**config.mk**
```make
export PLATFORM = sky130hd
export DESIGN_NAME = pkt_deserializer_flat
export DESIGN_NICKNAME = d
export VERILOG_FILES = /design/src/rtl/pkt_pkg.sv /design/src/rtl/pkt_deserializer_if.sv /design/src/rtl/pkt_hold_reg.sv /design/src/rtl/pkt_deserializer.sv /design/src/flat_wrapper.sv
export SDC_FILE = /design/constraint.sdc
export NUM_CORES = 1
export LEC_CHECK = 0
export CAP_MARGIN = 10
export CORE_ASPECT_RATIO = 0.7
export CORE_MARGIN = 1
export CORE_UTILIZATION = 60
export CTS_CLUSTER_SIZE = 8
export DETAILED_ROUTE_END_ITERATION = 7
export PLACE_DENSITY = 0.85
export SETUP_SLACK_MARGIN = 0.05
export SLEW_MARGIN = 10
export SYNTH_ARGS = -nofsm -noshare
export SYNTH_HDL_FRONTEND = slang
export SYNTH_SLANG_ARGS = --single-unit
```
**constraint.sdc**
```tcl
create_clock -name clk -period 3.1 [get_ports clk]
set_clock_uncertainty 0.15 [all_clocks]
set_input_delay 0.62 -clock clk [delete_from_list [all_inputs] [get_ports clk]]
set_output_delay 0.62 -clock clk [all_outputs]
set_load 0.03 [all_outputs]
```
**src/rtl/pkt_pkg.sv**
```systemverilog
// pkt_pkg: shared types and default constants for the packet receive path.
// Used by pkt_deserializer, its bus interface and pkt_hold_reg.
package pkt_pkg;

    // Framing states: HUNT searches for the sync word, RECV counts out the packet body.
    typedef enum logic {
        HUNT = 1'b0,
        RECV = 1'b1
    } pkt_state_t;

    localparam int              PKT_W_DEF     = 64;
    localparam int              SYNC_W_DEF    = 4;
    localparam logic [SYNC_W_DEF-1:0] SYNC_WORD_DEF = 4'b1111;

endpackage

```
**src/rtl/pkt_deserializer_if.sv**
```systemverilog
// pkt_deserializer_if: serial input side and packet hand-off side of the deserializer.
// The slave modport is the deserializer; the master modport is whoever drives the bits
// and consumes packets. par_err exists only when PKT_PARITY_CHECK_EN is defined.
interface pkt_deserializer_if
    import pkt_pkg::*;
#(
    parameter int PKT_W = PKT_W_DEF
);
    logic             din;
    logic             en;
    logic             pkt_rst;
    logic [PKT_W-1:0] dout;
    logic             pkt_valid;
    logic             pkt_ready;
    logic             busy;
    logic             ovf;
`ifdef PKT_PARITY_CHECK_EN
    logic             par_err;

    modport master (
        output din, en, pkt_rst, pkt_ready,
        input  dout, pkt_valid, busy, ovf, par_err
    );

    modport slave (
        input  din, en, pkt_rst, pkt_ready,
        output dout, pkt_valid, busy, ovf, par_err
    );
`else
    modport master (
        output din, en, pkt_rst, pkt_ready,
        input  dout, pkt_valid, busy, ovf
    );

    modport slave (
        input  din, en, pkt_rst, pkt_ready,
        output dout, pkt_valid, busy, ovf
    );
`endif

endinterface

```
**src/rtl/pkt_hold_reg.sv**
```systemverilog
// pkt_hold_reg: single-entry valid/ready holding register with sticky overflow.
// A load is taken when the register is empty or being drained in the same cycle;
// otherwise the incoming word is dropped and ovf is set until clr_ovf.
module pkt_hold_reg
    import pkt_pkg::*;
#(
    parameter int W = PKT_W_DEF
) (
    input  logic         clk,
    input  logic         rst,
    input  logic         load,
    input  logic [W-1:0] data,
    input  logic         ready,
    input  logic         clr_ovf,
    output logic [W-1:0] dout,
    output logic         valid,
    output logic         ovf
);

    // Hold the packet until the consumer takes it; flag packets that arrive while full.
    always_ff @(posedge clk or negedge rst) begin
        if (!rst) begin
            dout  <= '0;
            valid <= 1'b0;
            ovf   <= 1'b0;
        end else begin
            if (load) begin
                if (!valid || ready) begin
                    dout  <= data;
                    valid <= 1'b1;
                end else begin
                    ovf   <= 1'b1;
                end
            end else if (valid && ready) begin
                valid <= 1'b0;
            end
            if (clr_ovf) begin
                ovf <= 1'b0;
            end
        end
    end

endmodule

```
**src/rtl/pkt_deserializer.sv**
```systemverilog
// pkt_deserializer: hunts for SYNC_WORD in a serial stream, collects PKT_W bits
// (sync included, first bit ends up in the MSB) and hands the packet to pkt_hold_reg.
// Optional build macro PKT_PARITY_CHECK_EN: drop packets with odd overall parity and
// pulse par_err for one cycle instead.
module pkt_deserializer
    import pkt_pkg::*;
#(
    parameter int              PKT_W     = PKT_W_DEF,
    parameter int              SYNC_W    = SYNC_W_DEF,
    parameter logic [SYNC_W-1:0] SYNC_WORD = SYNC_WORD_DEF
) (
    input logic               clk,
    input logic               rst,
    pkt_deserializer_if.slave bus
);

    localparam int             CW       = $clog2(PKT_W + 1);
    localparam logic [CW-1:0]  LAST_CNT = CW'(PKT_W - 1);
    localparam logic [CW-1:0]  SYNC_CNT = CW'(SYNC_W);
    // The window and shift register only keep history; the newest bit comes straight from din.
    localparam int             HW       = (SYNC_W > 1) ? SYNC_W - 1 : 1;

    pkt_state_t        state;
    logic [HW-1:0]     win;
    logic [PKT_W-2:0]  shreg;
    logic [CW-1:0]     cnt;

    logic [HW:0]       win_ext;
    logic [SYNC_W-1:0] win_nxt;
    logic [PKT_W-1:0]  pkt_data;
    logic              done;
    logic              load;

    assign win_ext  = {win, bus.din};
    assign win_nxt  = win_ext[SYNC_W-1:0];
    assign pkt_data = {shreg, bus.din};
    assign done     = (state == RECV) && bus.en && !bus.pkt_rst && (cnt == LAST_CNT);
    assign bus.busy = (state == RECV);

    // Framing FSM: sync hunt, bit counting and abort handling.
    always_ff @(posedge clk or negedge rst) begin
        if (!rst) begin
            state <= HUNT;
            win   <= '0;
            shreg <= '0;
            cnt   <= '0;
        end else if (bus.pkt_rst) begin
            state <= HUNT;
            win   <= '0;
            shreg <= '0;
            cnt   <= '0;
        end else if (bus.en) begin
            case (state)
                HUNT: begin
                    win <= win_ext[HW-1:0];
                    if (win_nxt == SYNC_WORD) begin
                        state <= RECV;
                        shreg <= (PKT_W-1)'(SYNC_WORD);
                        cnt   <= SYNC_CNT;
                    end
                end
                RECV: begin
                    shreg <= pkt_data[PKT_W-2:0];
                    cnt   <= cnt + 1'b1;
                    if (done) begin
                        state <= HUNT;
                        win   <= '0;
                    end
                end
                default: state <= HUNT;
            endcase
        end
    end

`ifdef PKT_PARITY_CHECK_EN
    logic par_bad;

    assign par_bad = ^pkt_data;
    assign load    = done && !par_bad;

    // One-cycle error pulse for each completed packet that fails even parity.
    always_ff @(posedge clk or negedge rst) begin
        if (!rst) begin
            bus.par_err <= 1'b0;
        end else begin
            bus.par_err <= done && par_bad;
        end
    end
`else
    assign load = done;
`endif

    pkt_hold_reg #(
        .W (PKT_W)
    ) u_hold (
        .clk     (clk),
        .rst     (rst),
        .load    (load),
        .data    (pkt_data),
        .ready   (bus.pkt_ready),
        .clr_ovf (bus.pkt_rst),
        .dout    (bus.dout),
        .valid   (bus.pkt_valid),
        .ovf     (bus.ovf)
    );

endmodule

```
**src/flat_wrapper.sv**
```systemverilog
// flat-port wrapper written by rule: the top's interface ports become plain ports
module pkt_deserializer_flat import pkt_pkg::*;
#(
    parameter int              PKT_W     = PKT_W_DEF,
    parameter int              SYNC_W    = SYNC_W_DEF,
    parameter logic [SYNC_W-1:0] SYNC_WORD = SYNC_WORD_DEF
)
  (clk, rst, bus_din, bus_en, bus_pkt_rst, bus_pkt_ready, bus_dout, bus_pkt_valid, bus_busy, bus_ovf);
  pkt_deserializer_if #(.PKT_W(PKT_W)) bus_i ();
  input logic clk;
  input logic rst;
  input wire logic [$bits(bus_i.din)-1:0] bus_din;
  input wire logic [$bits(bus_i.en)-1:0] bus_en;
  input wire logic [$bits(bus_i.pkt_rst)-1:0] bus_pkt_rst;
  input wire logic [$bits(bus_i.pkt_ready)-1:0] bus_pkt_ready;
  output wire logic [$bits(bus_i.dout)-1:0] bus_dout;
  output wire logic [$bits(bus_i.pkt_valid)-1:0] bus_pkt_valid;
  output wire logic [$bits(bus_i.busy)-1:0] bus_busy;
  output wire logic [$bits(bus_i.ovf)-1:0] bus_ovf;
  assign bus_i.din = bus_din;
  assign bus_i.en = bus_en;
  assign bus_i.pkt_rst = bus_pkt_rst;
  assign bus_i.pkt_ready = bus_pkt_ready;
  assign bus_dout = bus_i.dout;
  assign bus_pkt_valid = bus_i.pkt_valid;
  assign bus_busy = bus_i.busy;
  assign bus_ovf = bus_i.ovf;
  pkt_deserializer #(.PKT_W(PKT_W), .SYNC_W(SYNC_W), .SYNC_WORD(SYNC_WORD)) u_core (.clk(clk), .rst(rst), .bus(bus_i));
endmodule
```
==> results.cfg <==
[worst_setup_path]
critPathKind = flop to output pin
cp-start-kind = flop
r2r-end = u_core.u_hold.dout[24]
endpoint = bus_busy
regToRegSetupSlack_ns = 0.81
worstPathArrival_ns = 1.57
crit_buf_inv = 1
crit_family = buffers and inverters
cp_data_required_time_ns = 2.33
critPathLaunch = u_core.bus.busy
r2r-start = u_core.cnt[0]
endpoint_kind = output pin
r2r.worst_path.cells = 5
worst-path-stages = 1
cpMaxStageDelayCell = clkdlybuf4s50_1
crit_fanout = 6
cpPeakStageDelay_ns = 0.70
worstPathCellList = clkdlybuf4s50_1

[floorplanning]
die_y_um = 86.13
ios = 73
start_util_pct = 62.15
die_area_um2 = 10520
core.rowCount = 30
die_w_um = 122.2
core_um2 = 9759

[sta]
fmax_mhz = 426.5
final.setup.tns_ns = 0
rsz0062_at_grt = false
hold_viol = 0
worst_slew_pin_slew_ns = 0.7922
relSlewSlack_pct = 47.13
fin_crit_sh_pct = 75.64
period_minus_slack_ns = 2.345
setup_violations = 0
slew_violations = 0

[place]
portBuffers = 72
hpwl_mm = 7.632
numPlacedInstances = 656
placed_area_um2 = 6807
gp_congestion = 0.7707

[yosys]
synth_area_um2 = 6066
synth_top_cell_by_area = dfrtp_1
synth_top_area_share_pct = 57.76
synth_fp_nets = 494
netlist_instances = 487
synth.distinct_cells = 38
yosys_warnings = 0
syn_area_per_cell_um2 = 12.46
ys_ff_latch = 140
synth_area_leaders = dfrtp_1 58%, mux2_4 15%, o21ai_0 5.3%, a21oi_1 5.2%, nand3_1 5.1%
yosysSeqAreaShare_pct = 57.76

[clock_tree]
clockBufferDepth = 2
cts_hold_buf = 0
tritoncts = yes
cts_buffers = 17
htreeDepth = 4
cts.clk_slew.worst_paths_ns = 0.05
cts_resized = 0
cts-root-buf = clkbuf_16
clock-sinks = 140
insertion_delay_ns = 0.41
cts_setup_buffers = 0

[pwr]
p_total_mw = 3.933
ir_drop_mv = 0.3809
power.density_nw_per_um2 = 531.6
cellLeakagePower_nw = 3.211

[grt]
grt_use_met1_pct = 38.52
met2_usage_pct = 41.09
grt_pass1_wl_mm = 21.69
gr-max-usage-layer = met2
use_met3_pct = 7.048
grt_remaining_overflow = 0
antenna_found_initial = 0
grt_usage_pct = 27.42
grt_max_degree = 77
grt_pass1_vias = 4172

[detailed_routing]
first_pass_iters = 5
drt_iter0_markers = 438
drc = 0
avgViaCountPerCell = 6.067
wire_per_inst_um = 19.14
wl_mm = 13.17
vias = 4174
drt.antenna.violating_nets = 0

[final_layout]
area_growth_syn_to_layout_pct = 21.97
finalInstanceArea_um2 = 7398
multi_input_area_um2 = 2280
seqCellArea_um2 = 3505
fillers = 620
nets = 554
drive_gt1_share_pct = 20.89
final_cells = 688
antenna_cells = 0

[worst_hold_path]
min_path_type = input port to asynchronous set/reset pin

[flow_run]
maxCapViolCount = 0

[outcome]
status = finished clean
[cell families after synthesis]
| logic type | synth area share, % |
|---|---|
| AND/OR/NAND/NOR | 7.942 |
| AO/OA/AOI/OAI | 13.20 |
| flip-flops | 57.76 |
| adder cells (fa/ha/maj) | 0.2062 |
| buffers and inverters | 4.971 |
| multiplexers | 15.92 |
[flip-flops by register name, indices dropped and copies added (netlist names)]
register,flops
u_core.bus.busy,1
u_core.cnt,7
u_core.shreg,63
u_core.u_hold.dout,64
u_core.u_hold.ovf,1
u_core.u_hold.valid,1
u_core.win,3
[metal layers]
layer,share of wire (%),vias up
met4,1.2,0
met2,47,171
met1,46,2101
met3,6.1,18
met5,0,-
li1,-,1884
[worst min path at each step]
stage and end:
5_1_grt u_core.u_hold.dout[7], 2_1_floorplan u_core.bus.busy, 3_3_place_gp u_core.u_hold.dout[22], 3_5_place_dp u_core.u_hold.dout[59], 6_report u_core.shreg[6], 4_1_cts u_core.u_hold.dout[7]
[power by group]
group	switching (mW)	internal [mW]	total (mW)
sequential	0.00154	1.83	1.83
clock	0.720	1.29	2.01
combinational	0.0801	0.0148	0.0949
[cells in the mapped netlist]
master	instances
nand2_1	7
o31ai_1	1
buf_1	1
nor4b_4	1
clkbuf_1	32
mux2i_1	2
nor2b_1	3
nand3_1	62
ha_1	1
or4_2	1
nor4_1	1
buf_4	1
a221oi_1	1
nand3b_4	1
mux2_4	60
dfrtp_1	140
inv_1	6
o32ai_1	2
o211ai_1	2
a21oi_1	63
nand4_4	1
a311oi_1	3
and4_1	1
o221a_2	4
nor3_1	2
o21ai_0	64
nand2b_1	2
o22ai_1	1
nor2_1	2
mux2_2	4
o21a_1	1
a32o_1	1
or4_1	1
buf_2	1
a41oi_1	1
a31oi_1	2
buf_12	6
buf_6	2
[through the flow]
stage / hold WS, ns / util, % / setup WS [ns]
after floorplan: 0.1744 / - / 1.051
after global placement: 0.3423 / 69.74 / 0.5673
after detailed placement: 0.3414 / 69.74 / 0.5226
after CTS: 0.1107 / 75.81 / 0.7530
after global routing: 0.1375 / 75.81 / 0.7231
final: 0.08235 / 75.81 / 0.7552
[area by class of cell]
cell class / count / area share [%]
flip-flops and latches: 140 / 47.37
clock inverters: 6 / 1.116
multi-input cells: 298 / 30.81
clock buffers: 26 / 6.883
repair buffers: 84 / 11.35
inverters: 6 / 0.3044
well taps: 128 / 2.165
[cells in the final DEF (no fill, tap or decap), types with 3 or more instances in the layout]
cell type / n
mux2_2: 4
o21ai_0: 64
a311oi_1: 3
nor2b_1: 3
buf_4: 9
o221a_2: 4
buf_12: 3
mux2_4: 60
clkbuf_8: 5
inv_1: 6
a21oi_1: 63
clkdlybuf4s50_1: 69
nand2_1: 7
clkbuf_16: 17
dfrtp_1: 139
clkbuf_1: 4
nand3_1: 62
clkinv_2: 3
No activity file was read; power rests on OpenSTA's default activity.
